--- config.mk ---
export PLATFORM = sky130hd
export DESIGN_NAME = rom_loader
export DESIGN_NICKNAME = d
export VERILOG_FILES = /design/src/rtl/rom_loader_pkg.sv /design/src/rtl/rom_loader_array.sv /design/src/rtl/rom_loader.sv
export SDC_FILE = /design/constraint.sdc
export NUM_CORES = 1
export LEC_CHECK = 0
export CAP_MARGIN = 20
export CORE_UTILIZATION = 54
export DETAILED_ROUTE_END_ITERATION = 12
export DONT_BUFFER_PORTS = 1
export HOLD_SLACK_MARGIN = 0.03
export PLACE_DENSITY = 0.69
export SYNTH_ARGS = -nofsm -noshare
export SYNTH_HDL_FRONTEND = slang
export SYNTH_SLANG_ARGS = --single-unit
--- constraint.sdc ---
create_clock -name clk -period 7.2 [get_ports clk]
set_input_delay 1.08 -clock clk [delete_from_list [all_inputs] [get_ports clk]]
set_output_delay 1.08 -clock clk [all_outputs]
set_load 0.1 [all_outputs]
--- src/rtl/rom_loader_pkg.sv ---
// Shared widths, default load length and FSM state encoding for rom_loader.
package rom_loader_pkg;

    localparam int DEF_DATA_W   = 10;
    localparam int DEF_ADDR_W   = 4;
    localparam int DEF_LOAD_LEN = 10;

    typedef enum logic [1:0] {
        ST_IDLE = 2'd0,
        ST_LOAD = 2'd1,
        ST_DONE = 2'd2
    } state_t;

endpackage

--- src/rtl/rom_loader_array.sv ---
// 2**ADDR_W x DATA_W register file: async clear, one write port, combinational read.
module rom_loader_array
    import rom_loader_pkg::*;
#(
    parameter int DATA_W = DEF_DATA_W,
    parameter int ADDR_W = DEF_ADDR_W
) (
    input  logic              clk,
    input  logic              rst,
    input  logic              we,
    input  logic [ADDR_W-1:0] waddr,
    input  logic [DATA_W-1:0] wdata,
    input  logic [ADDR_W-1:0] raddr,
    output logic [DATA_W-1:0] rdata
);

    logic [DATA_W-1:0] mem [2**ADDR_W];

    always_ff @(posedge clk or posedge rst) begin
        if (rst) begin
            for (int i = 0; i < 2**ADDR_W; i++) mem[i] <= '0;
        end else if (we) begin
            mem[waddr] <= wdata;
        end
    end

    // Read sees the old word until the write edge lands.
    assign rdata = mem[raddr];

endmodule

--- src/rtl/rom_loader.sv ---
// Run-time loadable replacement for the fixed Rom table: valid/ready writer plus
// combinational read port. Define ROM_LOADER_CHECKSUM_EN to add an XOR checksum output.
module rom_loader
    import rom_loader_pkg::*;
#(
    parameter int DATA_W   = DEF_DATA_W,
    parameter int ADDR_W   = DEF_ADDR_W,
    parameter int LOAD_LEN = DEF_LOAD_LEN
) (
    input  logic              clk,
    input  logic              rst,
    input  logic              start,
    input  logic              wr_valid,
    input  logic [DATA_W-1:0] wr_data,
    output logic              wr_ready,
    input  logic [ADDR_W-1:0] addr,
    output logic [DATA_W-1:0] data,
    output logic              busy,
    output logic              done,
    output logic [ADDR_W:0]   wr_count
`ifdef ROM_LOADER_CHECKSUM_EN
    ,
    output logic [DATA_W-1:0] checksum
`endif
);

    localparam logic [ADDR_W:0] LAST_CNT = (ADDR_W+1)'(LOAD_LEN - 1);

    state_t            state;
    logic [ADDR_W-1:0] wr_ptr;
    logic              xfer;

    assign xfer = wr_valid && wr_ready;

    always_ff @(posedge clk or posedge rst) begin
        if (rst) begin
            state    <= ST_IDLE;
            wr_ptr   <= '0;
            wr_count <= '0;
            busy     <= 1'b0;
            done     <= 1'b0;
            wr_ready <= 1'b0;
        end else begin
            case (state)
                ST_IDLE, ST_DONE: begin
                    if (start) begin
                        state    <= ST_LOAD;
                        wr_ptr   <= '0;
                        wr_count <= '0;
                        busy     <= 1'b1;
                        done     <= 1'b0;
                        wr_ready <= 1'b1;
                    end
                end
                ST_LOAD: begin
                    if (xfer) begin
                        wr_ptr   <= wr_ptr + 1'b1;
                        wr_count <= wr_count + 1'b1;
                        // Final word: wr_ready falls next cycle so DONE blocks any wrap write.
                        if (wr_count == LAST_CNT) begin
                            state    <= ST_DONE;
                            busy     <= 1'b0;
                            done     <= 1'b1;
                            wr_ready <= 1'b0;
                        end
                    end
                end
                default: begin
                    state    <= ST_IDLE;
                    busy     <= 1'b0;
                    done     <= 1'b0;
                    wr_ready <= 1'b0;
                end
            endcase
        end
    end

`ifdef ROM_LOADER_CHECKSUM_EN
    always_ff @(posedge clk or posedge rst) begin
        if (rst) begin
            checksum <= '0;
        end else if (state != ST_LOAD && start) begin
            checksum <= '0;
        end else if (xfer) begin
            checksum <= checksum ^ wr_data;
        end
    end
`endif

    rom_loader_array #(
        .DATA_W(DATA_W),
        .ADDR_W(ADDR_W)
    ) u_array (
        .clk  (clk),
        .rst  (rst),
        .we   (xfer),
        .waddr(wr_ptr),
        .wdata(wr_data),
        .raddr(addr),
        .rdata(data)
    );

endmodule

==> results.toml, run 1 <==
[run_status]
status = "finished, final reports clean"

[timing]
fin_crit_ns = 3.97
relSlewSlack_pct = 27.1
hold_slack_ns = 0.485
fin_crit_sh_pct = 55.1
hold_violations = 0
rsz0062_at_grt = "no"
skew_ns = 0.00862
max_freq_ghz = 0.252
fin_setup_tns_ns = 0
drv_slew = 0
setup_viol = 0
tightest_slew_ns = 1.09

[pwr]
p_seq_share_pct = 46.8
comb_power_share_pct = 28.1
pwr-share-clk_pct = 25.1
sw_frac_of_total_pct = 32.7
power.density_mw_per_mm2 = 418
p_sw_w = 0.00118
leakagePower_nw = 3.81
p_int_w = 0.00242
finalPower_w = 0.00360
ir_worst_vdd_mv = 0.287

[global_route]
grt_pass1_vias = 4503
grt_overflow = 0
antenna_found_initial = 0
grt_max_degree = 89
grt_pass1_wl_um = 26500
track_usage_pct = 24.6

[setup_path]
timing.rr.end = "u_array.mem[61]$_DFFE_PP0P_"
max_stage_delay_ns = 0.82
path_buf_inv = 0
crit_start = "addr[3]"
critPathCapture = "data[5]"
crit_chain = "nor2b_1 > a22oi_1 > nand2_1"
critPathKind = "input pin to primary output"
cp.arrival_ns = 2.89
critPathMaxFanout = 10
cp-start-kind = "input pin"
cp.depth = 3
r2r_start = "busy$_DFFE_PP0P_"
cp_top_family = "simple AND/OR/NAND/NOR gates"
crit_path_end_kind = "primary output"
critical-path-slowest-cell = "nor2b_1"
r2r_cells = 3
reg2reg_slack_ns = 4.41
crit_required_ns = 6.12

[yosys]
synth_commonest_cells = "dfrtp_1 (172), mux2_2 (158), mux4_2 (40)"
synth_top_area_cell = "dfrtp_1"
synth_fp_nets = 537
syn_area_per_cell_um2 = 15.4
synthesis.instances = 513
yosysSeqAreaShare_pct = 54.4
synthDistinctLibCells = 30
ys_ff_latch = 172
synth.area.top_cells = "dfrtp_1 (54%), mux2_2 (22%), mux4_2 (11%)"
synth_top_flop_cell = "dfrtp_1"
synth_top_cell_area_share_pct = 54.4
synth_most_common_cell = "dfrtp_1"
async_reset_ff_share_pct = 100
syn_area_mm2 = 0.00791
synth_edf_count = 0
synth_warnings = 0

[clock_network]
clock_path_buffers = 2
cts_root_buf = "clkbuf_16"
postCtsHoldBufs = 0
clock_latency_ns = 0.42
cts_max_level = 4
clk_pin_slew_worst_paths_ns = 0.06
cts-resized-gates = 0
cts_tree = "yes"
cts_sinks = 172
cts_setup_buffers = 0
numCtsBuffers = 17

[route]
drtPass1Iterations = 4
drt_iter0_drc = 339
via_count = 4341
ant_nets = 0
via_per_inst = 6.23
drc_errors = 0
drt_wl_total_um = 16500
routedWlPerCell_um = 23.6

[floorplan]
die-area_mm2 = 0.0151
rows = 43
start_util_pct = 56.1
die_h_um = 123
ioPinCount = 36
die_x_um = 123
coreArea_mm2 = 0.0141

[layout]
final_nets = 529
diodes = 0
post-route-util_pct = 61.1
area_delta_synth_final_pct = 8.88
drive_above_1_share_pct = 48.0

[job]
max-cap-violations = 0

[placed_design]
port_buffers = 0
dp_hpwl_um = 10000
gp_congestion = 0.726

[min_path]
whs_path_depth = 1
worst_hold_path_type = "register to register"
## placed cells by master (no fill, tap or decap), types with 7 or more instances in the layout
cell type    n
clkbuf_16   17
nand2b_1     7
nand3_1      7
a22oi_1     20
dfrtp_1    171
inv_1        7
o21ai_0      9
mux2_2     158
nor2_4       8
mux4_2      40
nand2_1     16
## through the flow
step / setup slack (ns) / area (um2) / std cells
after floorplan: 1.46 / 7910 / 513
after global placement: 3.32 / 8010 / 665
after detailed placement: 3.22 / 8010 / 665
after CTS: 3.22 / 8580 / 696
after global routing: 3.18 / 8610 / 697
final: 3.23 / 8610 / 697
## registers in the layout, indices dropped and copies added (netlist names)
name,count
busy,1
done,1
u_array.mem,160
state,1
wr_count,5
wr_ptr,4
## layout make-up
type / instances / area [um2]
Clock buffer: 23 / 488
Fill cell: 1031 / 5490
Inverter: 8 / 35.0
Sequential cell: 172 / 4310
Multi-Input combinational cell: 304 / 3430
Timing Repair Buffer: 2 / 35.0
Tap cell: 180 / 225
Clock inverter: 8 / 90.1
## cell families after synthesis
| logic type | Yosys count | share of synthesized area, % |
|---|---|---|
| mux | 200 | 34.2 |
| flops | 172 | 54.4 |
| simple gates | 60 | 5.13 |
| compound gates | 38 | 3.15 |
| buf+inv | 37 | 2.18 |
| fa+ha+maj | 6 | 0.949 |
## layer usage
layer  vias to the layer above  track usage [%]  part of all wire (%)
li1                       1903                -                     -
met4                         0             7.00                   1.4
met5                         -                0                     0
met1                      2345             33.8                    45
met3                        18             5.81                   4.5
met2                        75             39.3                    49
## power by group through the flow
stage                     sequential, W  clock, W  combinational [W]
after global placement          0.00167         0           0.000989
after CTS                       0.00168  0.000916            0.00102
after floorplan                 0.00160         0           0.000936
after detailed placement        0.00170         0            0.00102
after global routing            0.00174  0.000959            0.00108
final                           0.00168  0.000904            0.00101
## how the worst min path moves through the flow
| stage | start | to | slack [ns] |
|---|---|---|---|
| final | u_array.mem[66]$_DFFE_PP0P_ | u_array.mem[66]$_DFFE_PP0P_ | 0.48 |
| after floorplan | u_array.mem[147]$_DFFE_PP0P_ | u_array.mem[147]$_DFFE_PP0P_ | 0.45 |
| after CTS | u_array.mem[66]$_DFFE_PP0P_ | u_array.mem[66]$_DFFE_PP0P_ | 0.49 |
| after global routing | u_array.mem[66]$_DFFE_PP0P_ | u_array.mem[66]$_DFFE_PP0P_ | 0.50 |
| after global placement | u_array.mem[66]$_DFFE_PP0P_ | u_array.mem[66]$_DFFE_PP0P_ | 0.46 |
| after detailed placement | u_array.mem[66]$_DFFE_PP0P_ | u_array.mem[66]$_DFFE_PP0P_ | 0.48 |
No activity file was read; power rests on OpenSTA's default activity.
==> run 2, diff against run 1 <==
- PLACE_DENSITY: 0.69 -> 0.72
- clock period: 7.2 -> 3.2 ns (I/O delays scaled with it)
==> run 2 against run 1 <==
  * Core utilization rose by 0.83 points
  * Clock skew fell by 0.0026 ns
  * Design area rose by 1.4%
  * Sequential power rose by 110%
  * Sequential share of layout area fell by 0.67 points
  * Register-to-register slack got worse by 3.4 ns
  * Critical endpoint is now data[9]
  * First-iteration DRC count rose by 27%
  * Highest routed layer unchanged
==> results.toml, run 2 (synthesis gave the netlist of run 1 again) <==
[layout]
final_nets = 546
area_delta_synth_final_pct = 10.3
layout_common_cells = "dfrtp_1 (171), mux2_2 (158), mux4_2 (40)"
largest_register = "u_array.mem"
diodes = 0
post-route-util_pct = 61.9
largest_reg_flops = 160
mostFrequentLayoutCell = "dfrtp_1"
drive_above_1_share_pct = 49.1
largest_registers = "u_array.mem x160, wr_count x5, wr_ptr x4"

[floorplan]
coreArea_mm2 = 0.0141
start_util_pct = 56.1
die_h_um = 123
die-area_mm2 = 0.0151
rows = 43
die_x_um = 123
ioPinCount = 36

[pwr]
p_sw_w = 0.00267
comb_power_share_pct = 31.3
p_seq_share_pct = 43.9
leakagePower_nw = 3.88
power.density_mw_per_mm2 = 942
finalPower_w = 0.00822
sw_frac_of_total_pct = 32.4
pwr-share-clk_pct = 24.8
ir_worst_vdd_mv = 0.468
p_int_w = 0.00555

[clock_network]
cts_sinks = 172
numCtsBuffers = 17
cts_root_buf = "clkbuf_16"
cts_setup_buffers = 0
cts-resized-gates = 0
clock_path_buffers = 2
clock_latency_ns = 0.42
postCtsHoldBufs = 0
cts_max_level = 4
cts_tree = "yes"
clk_pin_slew_worst_paths_ns = 0.06

[setup_path]
max_stage_delay_ns = 0.47
crit_path_end_kind = "primary output"
cp_top_family = "multiplexers"
path_buf_inv = 1
critPathKind = "register to primary output"
crit_chain = "mux4_2 > a22oi_1 > nand2_1 > buf_4"
crit_required_ns = 2.72
cp.arrival_ns = 1.91
cp-start-kind = "register"
critical-path-slowest-cell = "mux4_2"
critPathMaxFanout = 2

[route]
drc_errors = 0
drt_wl_total_um = 16700
via_count = 4447
drt_iter0_drc = 431
drtPass1Iterations = 4
ant_nets = 0
via_per_inst = 6.23
routedWlPerCell_um = 23.4

[placed_design]
gp_congestion = 0.732
dp_hpwl_um = 10300
port_buffers = 0

[timing]
tightest_slew_ns = 0.984
hold_violations = 0
relSlewSlack_pct = 34.4
drv_slew = 0
hold_slack_ns = 0.0753
skew_ns = 0.00602
fin_crit_sh_pct = 74.6
rsz0062_at_grt = "no"
setup_viol = 0
fin_crit_ns = 2.39
fin_setup_tns_ns = 0
max_freq_ghz = 0.419

[job]
max-cap-violations = 0

[min_path]
worst_hold_path_type = "input pin to asynchronous set/reset pin"

[global_route]
track_usage_pct = 24.7
grt_pass1_vias = 4703
use_met3_pct = 5.44
antenna_found_initial = 0
grt_pass1_wl_um = 26800
busiest_layer = "met2"
grt_overflow = 0
grt_use_met2_pct = 40.9
grt_max_degree = 141
use_met1_pct = 32.5

[run_status]
status = "finished, final reports clean"
-- run 2: path summary, 6_finish.rpt --
kind                            slack (ns)                            to  cells past startpoint                    startpoint
worst max-delay path                  0.81                       data[9]                      4  u_array.mem[129]$_DFFE_PP0P_
worst min-delay path                  0.08  u_array.mem[134]$_DFFE_PP0P_                      2                           rst
worst max register to register        0.99       wr_count[4]$_DFFE_PP0P_                      4              busy$_DFFE_PP0P_
max in group asynchronous             2.49    u_array.mem[2]$_DFFE_PP0P_                      2                           rst
worst min register to register        0.50   u_array.mem[97]$_DFFE_PP0P_                      1   u_array.mem[97]$_DFFE_PP0P_
min in group clk                      0.15              done$_DFFE_PP0P_                      1                         start
-- run 2: final cells by class --
class                           count  area (um2)
Multi-Input combinational cell    304        3430
Clock buffer                       23         458
Tap cell                          180         225
Sequential cell                   172        4310
Fill cell                        1065        5370
Timing Repair Buffer               19         155
Clock inverter                      8         118
Inverter                            8        33.8
-- run 2: power by group through the flow --
stage / Sequential [W] / Clock, W / Combinational [W]
after floorplan: 0.00360 / 0 / 0.00211
after global placement: 0.00356 / 0 / 0.00251
after detailed placement: 0.00364 / 0 / 0.00259
after CTS: 0.00361 / 0.00207 / 0.00260
after global routing: 0.00373 / 0.00216 / 0.00274
final: 0.00361 / 0.00204 / 0.00257
-- run 2: metal layers --
layer	share of wire (%)	wire [um]
met1	43	7120
met2	51	8510
met3	4.6	777
met4	2.0	334
met5	0	0
-- run 2: per-stage QoR --
stage / setup slack [ns] / area [um2] / instances
final: 0.813 / 8730 / 714
after global routing: 0.751 / 8730 / 714
after CTS: 0.799 / 8730 / 714
after detailed placement: 1.00 / 8150 / 683
after global placement: 1.11 / 8150 / 683
after floorplan: 0.523 / 7910 / 513
==> patch 1 (config.mk and constraints of run 2) <==
The option `ROM_LOADER_CHECKSUM_EN` is turned on by a define.
--- a/src/rtl/rom_loader.sv
+++ b/src/rtl/rom_loader.sv
@@ -1,5 +1,7 @@
 // Run-time loadable replacement for the fixed Rom table: valid/ready writer plus
 // combinational read port. Define ROM_LOADER_CHECKSUM_EN to add an XOR checksum output.
+`define ROM_LOADER_CHECKSUM_EN
+
 module rom_loader
     import rom_loader_pkg::*;
 #(
Behaviour (old outputs only; new: checksum): no difference found for any inputs over 4 cycles, from zero or initial values and one cycle with rst high; that may be too few to reach the edited logic, so the function may still have changed.
==> patch 1 against run 2 <==
- maximum frequency increased by 1.2%
- wire length increased by 7.1%
- global-route usage increased by 0.42 points
- area after synthesis increased by 6.3%
- total power increased by 7.9%
- sequential cell count increased by 10
- worst setup slack improved by 0.029 ns
- non-clock buffer count decreased by 1
- critical path depth unchanged
- final area increased by 6.2%
==> patch 1: results (changes against run 2) <==
largest net degree at the start of global routing 49 (-65%); slew margin rel. 31.6% (-2.8 points); placed insts 734 (+7.5%); register area share after synthesis 54.2% (-0.27 points); initial DRC count 251 (-42%); Post-synth top cells dfrtp_1, mux2_2, mux4_2, a22oi_1; crit-path max cell delay 0.78 ns (+0.31 ns); delay-heaviest family, CP simple AND/OR/NAND/NOR gates; Synth Area per Inst 15.0 sq um (-2.4%); Pint 5630 uW (+1.4%); worst reg2reg setup slack 1.15 ns (+0.16 ns); Fillers 1156 (+8.5%); Critical Path Slowest Stage Cell nor2b_1; Critical Path Start addr[2]; nets@finish 589 (+7.9%); vias in the first global route 5172 (+10%); worst hold slack 0.113 ns (+0.0380 ns); GPL Wtd Cong 0.759 (+3.6%); outcome completed; first-pass GRT wire length 29.5 mm (+10%); post-DR wirelength/cell 23.4 um (-0.18%); pre-CTS setup slack 0.891 ns (-0.109 ns); CP Max Fanout 10 (+8); synthesized net count 583 (+8.6%); HPWL Detailed 12.0 mm (+16%); via count 4755 (+6.9%); Total GRT Usage 25.1% (+0.42 points)
## patch 1: cell types whose count changed after synthesis, moves of 6 or more
cell,run 2,this run
dfrtp_1,172,182
nor2_1,3,13
xor2_1,0,10
nand3_1,7,16
buf_2,9,1
nor2_4,8,0
clkbuf_1,11,17
## patch 1: per-layer routing
metal / up-vias / share of wire [%] / track usage (%)
li1: 2069 / - / -
met1: 2551 / 41 / 32.5
met2: 109 / 51 / 41.7
met3: 26 / 6.0 / 5.90
met4: 0 / 1.9 / 8.96
met5: - / 0 / 0
## patch 1: power groups by stage
stage                     registers, uW  logic (uW)  clock network, uW
final                              4210        2510               2150
after global routing               4320        2690               2290
after CTS                          4210        2530               2190
after detailed placement           4240        2520                  0
after global placement             4150        2450                  0
after floorplan                    4170        2030                  0
## patch 1: worst register-to-register path, delay by kind of cell (launching register included)
family / cells / cell delay [ns]
DFF: 1 / 0.64
muxes: 1 / 0.42
and+or+nand+nor: 2 / 0.88
## patch 1: final timing paths
path	depth (start not counted)	end
max	4	data[3]
min	1	u_array.mem[110]
max reg2reg	3	u_array.mem[102]
min reg2reg	1	u_array.mem[49]
max in group asynchronous	2	u_array.mem[14]
min in group clk	1	u_array.mem[72]
## patch 1: final cells by class
class,instances,share of cell area (%)
Sequential cell,182,49.2
Multi-Input combinational cell,338,39.6
Clock buffer,23,5.27
Timing Repair Buffer,18,1.73
Inverter,8,0.365
Clock inverter,9,1.32
Tap cell,188,2.54
## patch 1: logic make-up after synthesis
logic type	Yosys count	synth area share, %
fa+ha+maj	6	0.893
mux	200	32.1
flops	182	54.2
buf+inv	39	2.20
simple gates	84	6.59
xor+xnor	10	1.04
compound gates	38	2.99
==> patch 2 (settings of run 2) <==
Without the edit above. Put one more register stage on the output `wr_count`, cleared by the reset. The value now appears one clock later. The other outputs are not delayed to match.
--- a/src/rtl/rom_loader.sv
+++ b/src/rtl/rom_loader.sv
@@ -26,6 +26,8 @@
 
     localparam logic [ADDR_W:0] LAST_CNT = (ADDR_W+1)'(LOAD_LEN - 1);
 
+    logic [ADDR_W:0] wr_count_s0;
+
     state_t            state;
     logic [ADDR_W-1:0] wr_ptr;
     logic              xfer;
@@ -36,7 +38,7 @@
         if (rst) begin
             state    <= ST_IDLE;
             wr_ptr   <= '0;
-            wr_count <= '0;
+            wr_count_s0 <= '0;
             busy     <= 1'b0;
             done     <= 1'b0;
             wr_ready <= 1'b0;
@@ -46,7 +48,7 @@
                     if (start) begin
                         state    <= ST_LOAD;
                         wr_ptr   <= '0;
-                        wr_count <= '0;
+                        wr_count_s0 <= '0;
                         busy     <= 1'b1;
                         done     <= 1'b0;
                         wr_ready <= 1'b1;
@@ -55,9 +57,9 @@
                 ST_LOAD: begin
                     if (xfer) begin
                         wr_ptr   <= wr_ptr + 1'b1;
-                        wr_count <= wr_count + 1'b1;
+                        wr_count_s0 <= wr_count_s0 + 1'b1;
                         // Final word: wr_ready falls next cycle so DONE blocks any wrap write.
-                        if (wr_count == LAST_CNT) begin
+                        if (wr_count_s0 == LAST_CNT) begin
                             state    <= ST_DONE;
                             busy     <= 1'b0;
                             done     <= 1'b1;
@@ -100,5 +102,13 @@
         .rdata(data)
     );
 
+    always_ff @(posedge clk or posedge rst) begin
+        if (rst) begin
+            wr_count <= '0;
+        end else begin
+            wr_count <= wr_count_s0;
+        end
+    end
+
 endmodule
 
Function: changed (Yosys sat finds a counterexample within 4 cycles, from zero or initial values and one cycle with rst high).
==> patch 2 against run 2 <==
- critical path depth did not move
- area after synthesis rose by 2.3%
- final area increased by 2.4%
- critical path type unchanged
- register-to-register slack improved by 0.02 ns
- largest power group unchanged
- highest routed layer unchanged
- worst setup slack improved by 0.0017 ns
- total power grew 0.21%
- largest cell class unchanged
- wire length up 2.0%
- sequential cell count is 5 higher
==> patch 2: results (changes against run 2) <==
outcome completed; post-CTS setup buffer count 0 (unchanged); initial DRC count 309 (-28%); slew margin rel. 32.6% (-1.8 points); initial antenna violation count 0 (unchanged); register area share after synthesis 54.7% (+0.33 points); via count 4468 (+0.47%); clk buf depth 2 (unchanged); Clk pin slew, worst setup/hold paths 0.06 ns (about the same); largest registers u_array.mem x160, wr_count x5, wr_count_s0 x5; CP Max Fanout 2 (unchanged); placed cell area 8310 sq um (+2.0%); CP arrival 1.91 ns (about the same); GR Layer Usage met3 4.85% (-0.59 points); layout cell share with drive strength beyond 1 49.0% (-0.088 points); Post-synth top cells dfrtp_1, mux2_2, mux4_2, a22oi_1, nand2_1; Hold Path Class in -> async; clk_lat worst skew 0.43 ns; Post-Route Skew 0.00670 ns (+0.000686 ns); Port Buffers 0 (unchanged); Pre-antenna DRT Iters 4 (unchanged); TritonCTS Buffers 17 (unchanged); CTS resizes 0 (unchanged); routed wire length 17.1 mm (+2.0%); dominant cells by area after synthesis dfrtp_1, mux2_2, mux4_2, a22oi_1, nor2_4; vias in the first global route 4974 (+5.8%); H-tree depth 4 (unchanged); largest net degree at the start of global routing 73 (-48%); Max IR drop VDD 0.644 mV (+38%); GPL Wtd Cong 0.762 (+4.0%); HPWL Detailed 10.5 mm (+1.9%); met1 GRT Util 33.2% (+0.70 points); Fillers 1065 (unchanged); library cells used by synthesis 33 (+10%); root buf cell clkbuf_16; Yosys warnings 0 (unchanged); nets@finish 549 (+0.55%); Total GRT Usage 24.5% (-0.26 points); first-pass GRT wire length 28.4 mm (+6.1%); Ant. Diodes 0 (unchanged); grt met2 use 39.5% (-1.4 points); Static Leak 0.00397 uW (+2.3%); ys async rst share 100% (unchanged)
-- patch 2: cells by family (layout without fill, tap and decap cells) --
| kind of cell | Yosys count | after routing | synth area share, % |
|---|---|---|---|
| AO/OA/AOI/OAI | 38 | 38 | 3.09 |
| adder cells (fa/ha/maj) | 6 | 6 | 0.928 |
| buffers and inverters | 38 | 54 | 2.27 |
| flip-flops | 177 | 177 | 54.7 |
| multiplexers | 200 | 200 | 33.4 |
| AND/OR/NAND/NOR | 62 | 62 | 5.55 |
-- patch 2: path summary, 6_finish.rpt --
check	slack [ns]	cells after the start	to	start
worst max-delay path	0.81	4	data[8]	u_array.mem[88]
worst min-delay path	0.10	1	u_array.mem[40]	rst
worst max register to register	1.01	5	u_array.mem[34]	wr_ptr[0]
worst min register to register	0.45	0	wr_count[3]	wr_count_s0[3]
max in group asynchronous	2.24	2	u_array.mem[99]	rst
min in group clk	0.19	1	u_array.mem[112]	wr_data[2]
-- patch 2: per-layer routing --
| layer | wire (um) | vias to the layer above |
|---|---|---|
| li1 | - | 1940 |
| met1 | 7380 | 2418 |
| met2 | 8640 | 86 |
| met3 | 751 | 24 |
| met4 | 317 | 0 |
| met5 | 0 | - |
-- patch 2: final cells by class --
cell class                 count  area, sq um  area share, %
sequential                   177         4430           49.6
multi-input combinational    306         3480           38.9
clock buffer                  19          433           4.84
inverter                       7         30.0          0.336
clock inverter                12          190           2.13
timing repair buffer          16          145           1.62
tap                          184          230           2.58
-- patch 2: critical path, cell delays in order, from the launching register on --
cell and delay (ns):
dfrtp_1 0.38, mux4_2 0.49, a22oi_1 0.27, nand2_1 0.11, buf_4 0.24
-- patch 2: per-stage QoR --
step / setup slack, ns / hold slack, ns / instances
after floorplan: 0.453 / 0.390 / 521
after global placement: 1.09 / 0.426 / 690
after detailed placement: 1.06 / 0.425 / 690
after CTS: 0.781 / 0.111 / 721
after global routing: 0.726 / 0.157 / 721
final: 0.815 / 0.102 / 721
-- patch 2: report_power, final --
group	switching [uW]	internal (uW)
registers	650	3070
logic	1130	1180
clock network	836	1370
